--- src/rtl/ddr3_client_arbiter.sv ---
// rtl/ddr3_client_arbiter.sv - two-client (writer/reader) arbiter onto the MIG DDR3 app_* user port
//
// Purpose: serialises framebuffer-writer and display-reader commands onto one
// MIG app interface. Reads have priority, and a starvation guard forces a write
// through after MAX_RD_BURST consecutive reads. Read returns are forwarded in
// MIG order, and the number of reads in flight is tracked.
//
// Ports:
//   clk, arst (async, active-low), calib_done
//   writer: wr_req, wr_addr, wr_data -> wr_ack
//   reader: rd_req, rd_addr -> rd_ack; rd_valid, rd_data
//   MIG:    app_rdy, app_wdf_rdy, app_rd_data_valid, app_rd_data ->
//           app_en, app_cmd, app_addr, app_wdf_wren, app_wdf_end, app_wdf_data
//   rd_err: sticky, read data returned with nothing outstanding

module ddr3_client_arbiter #(
  parameter int ADDR_WIDTH      = 19,
  parameter int DATA_WIDTH      = 64,
  parameter int MAX_RD_BURST    = 16,
  parameter int MAX_OUTSTANDING = 32
) (
  input  logic                  clk,
  input  logic                  arst,
  input  logic                  calib_done,
  input  logic                  wr_req,
  input  logic [ADDR_WIDTH-1:0] wr_addr,
  input  logic [DATA_WIDTH-1:0] wr_data,
  output logic                  wr_ack,
  input  logic                  rd_req,
  input  logic [ADDR_WIDTH-1:0] rd_addr,
  output logic                  rd_ack,
  output logic                  rd_valid,
  output logic [DATA_WIDTH-1:0] rd_data,
  input  logic                  app_rdy,
  input  logic                  app_wdf_rdy,
  input  logic                  app_rd_data_valid,
  input  logic [DATA_WIDTH-1:0] app_rd_data,
  output logic                  app_en,
  output logic [2:0]            app_cmd,
  output logic [27:0]           app_addr,
  output logic                  app_wdf_wren,
  output logic                  app_wdf_end,
  output logic [DATA_WIDTH-1:0] app_wdf_data,
  output logic                  rd_err
);

  localparam int OW = $clog2(MAX_OUTSTANDING + 1);
  localparam int SW = $clog2(MAX_RD_BURST + 1);

  typedef enum logic [1:0] {
    IDLE   = 2'd0,
    RD_CMD = 2'd1,
    WR     = 2'd2
  } state_t;

  state_t                state, next_state;
  logic [ADDR_WIDTH-1:0] addr_q;
  logic [DATA_WIDTH-1:0] wdata_q;
  logic                  cmd_taken, data_taken;
  logic [OW-1:0]         outstanding;
  logic [SW-1:0]         rd_streak;

  logic rd_pick, cmd_acc, data_acc, wr_done, rd_accept;
  logic grant_rd, grant_wr;

  // Command/data valids are pure functions of registered state.
  assign app_en       = (state == RD_CMD) || ((state == WR) && !cmd_taken);
  assign app_cmd      = (state == RD_CMD) ? 3'b001 : 3'b000;
  assign app_wdf_wren = (state == WR) && !data_taken;
  assign app_wdf_end  = app_wdf_wren;
  assign app_addr     = {{(28-ADDR_WIDTH){1'b0}}, addr_q};
  assign app_wdf_data = wdata_q;

  assign cmd_acc   = app_en && app_rdy;
  assign data_acc  = app_wdf_wren && app_wdf_rdy;
  assign wr_done   = (state == WR) && (cmd_taken || cmd_acc) && (data_taken || data_acc);
  assign rd_accept = (state == RD_CMD) && app_rdy;

  // Reads win unless the read slots are full or a waiting write has already
  // been passed over MAX_RD_BURST times in a row.
  assign rd_pick = rd_req && (outstanding < OW'(MAX_OUTSTANDING))
                   && !(wr_req && (rd_streak == SW'(MAX_RD_BURST)));

  assign grant_rd = (state == IDLE) && (next_state == RD_CMD);
  assign grant_wr = (state == IDLE) && (next_state == WR);

  always_ff @(posedge clk or negedge arst) begin
    if (!arst) state <= IDLE;
    else       state <= next_state;
  end

  // No decision is taken while an ack is being shown: the client still
  // holds its request during that cycle and must not be granted twice.
  always_comb begin
    next_state = state;
    case (state)
      IDLE: begin
        if (calib_done && !rd_ack && !wr_ack) begin
          if (rd_pick)     next_state = RD_CMD;
          else if (wr_req) next_state = WR;
        end
      end
      RD_CMD:  if (app_rdy) next_state = IDLE;
      WR:      if (wr_done) next_state = IDLE;
      default: next_state = IDLE;
    endcase
  end

  always_ff @(posedge clk or negedge arst) begin
    if (!arst) begin
      addr_q      <= '0;
      wdata_q     <= '0;
      cmd_taken   <= 1'b0;
      data_taken  <= 1'b0;
      rd_ack      <= 1'b0;
      wr_ack      <= 1'b0;
      rd_streak   <= '0;
      outstanding <= '0;
      rd_err      <= 1'b0;
      rd_valid    <= 1'b0;
      rd_data     <= '0;
    end else begin
      if (grant_rd) addr_q <= rd_addr;
      if (grant_wr) begin
        addr_q  <= wr_addr;
        wdata_q <= wr_data;
      end

      // Command and data halves of a write complete independently.
      if (wr_done) begin
        cmd_taken  <= 1'b0;
        data_taken <= 1'b0;
      end else begin
        if (cmd_acc && (state == WR)) cmd_taken  <= 1'b1;
        if (data_acc)                 data_taken <= 1'b1;
      end

      rd_ack <= rd_accept;
      wr_ack <= wr_done;

      if (wr_done) begin
        rd_streak <= '0;
      end else if (rd_accept) begin
        if (!wr_req)                             rd_streak <= '0;
        else if (rd_streak != SW'(MAX_RD_BURST)) rd_streak <= rd_streak + SW'(1);
      end

      // A return with nothing in flight is flagged and not counted down,
      // so a concurrent accept still registers as one read in flight.
      if (app_rd_data_valid && (outstanding == '0)) rd_err <= 1'b1;
      if (rd_accept && !(app_rd_data_valid && (outstanding != '0)))
        outstanding <= outstanding + OW'(1);
      else if (!rd_accept && app_rd_data_valid && (outstanding != '0))
        outstanding <= outstanding - OW'(1);

      rd_valid <= app_rd_data_valid;
      rd_data  <= app_rd_data;
    end
  end

endmodule

--- config.mk ---
export PLATFORM = sky130hd
export DESIGN_NAME = ddr3_client_arbiter
export DESIGN_NICKNAME = d
export VERILOG_FILES = /design/src/rtl/ddr3_client_arbiter.sv
export SDC_FILE = /design/constraint.sdc
export NUM_CORES = 1
export LEC_CHECK = 0
export ABC_AREA = 0
export BUFFER_PORTS_ARGS = -buffer_cell sky130_fd_sc_hd__buf_4
export CAP_MARGIN = 5
export CORE_AREA = 4 4 130 132
export DETAILED_ROUTE_END_ITERATION = 8
export DIE_AREA = 0 0 134 136
export GPL_TIMING_DRIVEN = 0
export PLACE_DENSITY_LB_ADDON = 0.3
export SETUP_SLACK_MARGIN = 0.1
export SLEW_MARGIN = 20
export SYNTH_ARGS = -nofsm -noshare
export SYNTH_HDL_FRONTEND = slang
export SYNTH_SLANG_ARGS = --single-unit
--- constraint.sdc ---
create_clock -name clk -period 5 [get_ports clk]
set_input_delay 0.5 -clock clk [delete_from_list [all_inputs] [get_ports clk]]
set_output_delay 0.5 -clock clk [all_outputs]
set_load 0.02 [all_outputs]
==> impl_metrics.toml <==
[clocking]
tritoncts = "built"
clk_path_buf_depth = 2
htreeDepth = 4
clock_sinks = 166
cts_inserted_buffers = 17
clock_latency_ns = 0.42
cts_root_buffer = "clkbuf_16"
post_cts_resized = 0
ctsHoldBuffers = 0
clk_pin_slew_ns = 0.06
cts_setup_buffers = 0

[grt]
grt_max_degree = 95
antenna_found_initial = 0
overflow = 0
grtUsageMet1_pct = 21.0
grt.met3_usage_pct = 7.29
grtUsageTotal_pct = 19.6
grt_pass1_vias = 4993
grt-busiest-layer = "met2"
met2_usage_pct = 34.1
grt_pass1_wl_um = 27200

[power]
p_per_area_nw_per_um2 = 564
p_leak_nw = 4.74
power_mw = 5.32
worst_ir_drop_vdd_v = 0.000290

[sta]
max_freq_mhz = 377
slew_violations = 0
maxSlewHeadroom_pct = 62.7
fin_skew_ns = 0.00623
period_minus_slack_ns = 2.65
worst_slew_pin_slew_ns = 0.560
setup_tns_ns = 0
rsz0062_at_grt = "false"
hold_violations = 0
setup_violations = 0
finalCritPeriodShare_pct = 53.1

[placement]
gp_congestion = 0.859
port_buffers = 328
post-dp-hpwl_um = 14300

[critical_path]
critical_path.max_stage_delay_ns = 0.57
path_buf_inv = 0
start_kind = "flip-flop"
end_kind = "flip-flop"
critPathKind = "flip-flop to flip-flop"
crit_chain = "or4_4, o21ai_4, nand2_1, fa_1, a21o_1, a21oi_1, xnor2_1, mux2_1"
cp_data_required_time_ns = 5.30
cp_slowest_cell = "or4_4"
worst-endpoint-arrival_ns = 2.95
crit_family = "simple AND/OR/NAND/NOR gates"
cp.depth = 8
rr_worst_depth = 8
path_max_fanout = 5

[floorplanning]
ios = 340
start_util_pct = 38.5
design.die.area_um2 = 18200
core_area_um2 = 15700
die_w_um = 134
die_h_um = 136
core.rowCount = 46

[route]
ant_nets = 0
drt-wirelength-per-cell_um = 18.5
drtIter0Drc = 170
dr.pass1.iters = 4
vias = 4546
viasPerCell = 4.68
wirelength_um = 18000
route.detailed.drc = 0

[logic_synthesis]
yosysTopAreaCellShare_pct = 68.6
synthesis.area_um2 = 6060
synthTopCellsByCount = "166 x dfrtp_1, 42 x mux2_1, 26 x mux2_2"
yosysUniqueCellTypes = 49
synth_cells = 385
synth-seq-cells = 166
syn_avg_cell_area_um2 = 15.7
ys_seq_area_share_pct = 68.6
synth_top_area_cell = "dfrtp_1"
netlist_top_cells_area = "dfrtp_1 69%, mux2_1 7.8%, mux2_2 4.8%, a221o_1 3.1%, and3_1 2.2%"
synth_edf_count = 0
async_flop_share_pct = 100
synth-main-ff-cell = "dfrtp_1"
synth_warnings = 0
synth.most_common_cell = "dfrtp_1"

[run]
maxCapViolCount = 0

[worst_hold_path]
hp-class = "input port to asynchronous set/reset pin"

[run_status]
status = "completed"

[final_layout]
finalNetCount = 924
n_antenna_cell = 0
drive_above_1_share_pct = 55.3
area_growth_pct = 55.6
==> cell usage in the layout, fill, tap and decap left out, types with 2 or more instances in the layout <==
cell / synthesis / routed
clkbuf_8: 0 / 3
and3_1: 21 / 21
buf_2: 4 / 4
a221o_1: 19 / 19
mux2i_1: 3 / 3
clkbuf_16: 0 / 17
a21o_1: 2 / 2
inv_1: 8 / 8
a21oi_1: 6 / 6
inv_6: 0 / 2
nand3b_1: 2 / 2
nand2b_1: 4 / 4
clkinv_4: 0 / 5
mux2_1: 42 / 42
clkbuf_1: 4 / 5
nand2_1: 5 / 5
o22a_1: 2 / 2
buf_6: 4 / 4
ha_1: 6 / 6
mux2_2: 26 / 26
xor2_1: 3 / 3
nand3_1: 3 / 3
conb_1: 1 / 11
nor2_1: 10 / 10
buf_4: 14 / 341
dfrtp_1: 166 / 166
o21ai_0: 2 / 2
nor2b_1: 3 / 3
clkinvlp_4: 0 / 2
==> cells by family after synthesis <==
| group | count (synthesis) | synth area share, % |
|---|---|---|
| buffers and inverters | 34 | 3.55 |
| AO/OA/AOI/OAI | 46 | 6.67 |
| flip-flops | 166 | 68.6 |
| AND/OR/NAND/NOR | 55 | 5.58 |
| XOR/XNOR | 5 | 0.847 |
| other | 1 | 0.0619 |
| adder cells (fa/ha/maj) | 7 | 1.57 |
| multiplexers | 71 | 13.1 |
==> registers in the layout, indices dropped and copies added, names as in the netlist <==
signal and cells:
rd_ack 1, state 2, rd_streak 5, addr_q 19
app_wdf_data 64, wr_ack 1, data_taken 1, rd_err 1
cmd_taken 1, outstanding 6, rd_valid 1, rd_data 64
==> final cells by class <==
class | instances | area, um2
buffer | 26 | 185
clock buffer | 21 | 470
clock inverter | 11 | 92.6
fill | 1244 | 6290
inverter | 8 | 30.0
multi-input combinational | 195 | 1730
sequential | 166 | 4150
tap | 216 | 270
timing repair buffer | 329 | 2500
==> power by group <==
group | switching (mW) | leakage (nW) | internal [mW]
sequential | 0.237 | 1.99 | 1.76
clock | 0.543 | 0.272 | 0.684
combinational | 1.09 | 2.48 | 1.00
==> metal layers <==
layer,vias to the layer above,share of wire (%)
li1,2070,-
met1,2200,36
met2,231,51
met3,45,9.3
met4,0,3.9
met5,-,0
==> through the flow <==
step / hold slack [ns] / util (%) / worst slack, ns / cell area (um2) / cells
after floorplan: 0.204 / - / 2.53 / 6090 / 395
after global placement: 0.446 / 56.2 / 2.40 / 8830 / 939
after detailed placement: 0.447 / 56.4 / 2.37 / 8860 / 940
after CTS: 0.0439 / 60.0 / 2.34 / 9430 / 972
after global routing: 0.0715 / 60.0 / 2.18 / 9430 / 972
final: 0.0296 / 60.0 / 2.35 / 9430 / 972
==> worst paths after layout <==
kind | end | from | slack [ns]
max in group asynchronous | app_wdf_data[27] | arst | 4.14
min | app_wdf_data[10] | arst | 0.03
max | outstanding[4] | outstanding[1] | 2.35
max reg2reg | outstanding[4] | outstanding[1] | 2.35
min reg2reg | rd_err | rd_err | 0.46
min in group clk | rd_data[52] | app_rd_data[52] | 0.18
Note: power is estimated with default switching activity, not from simulation.
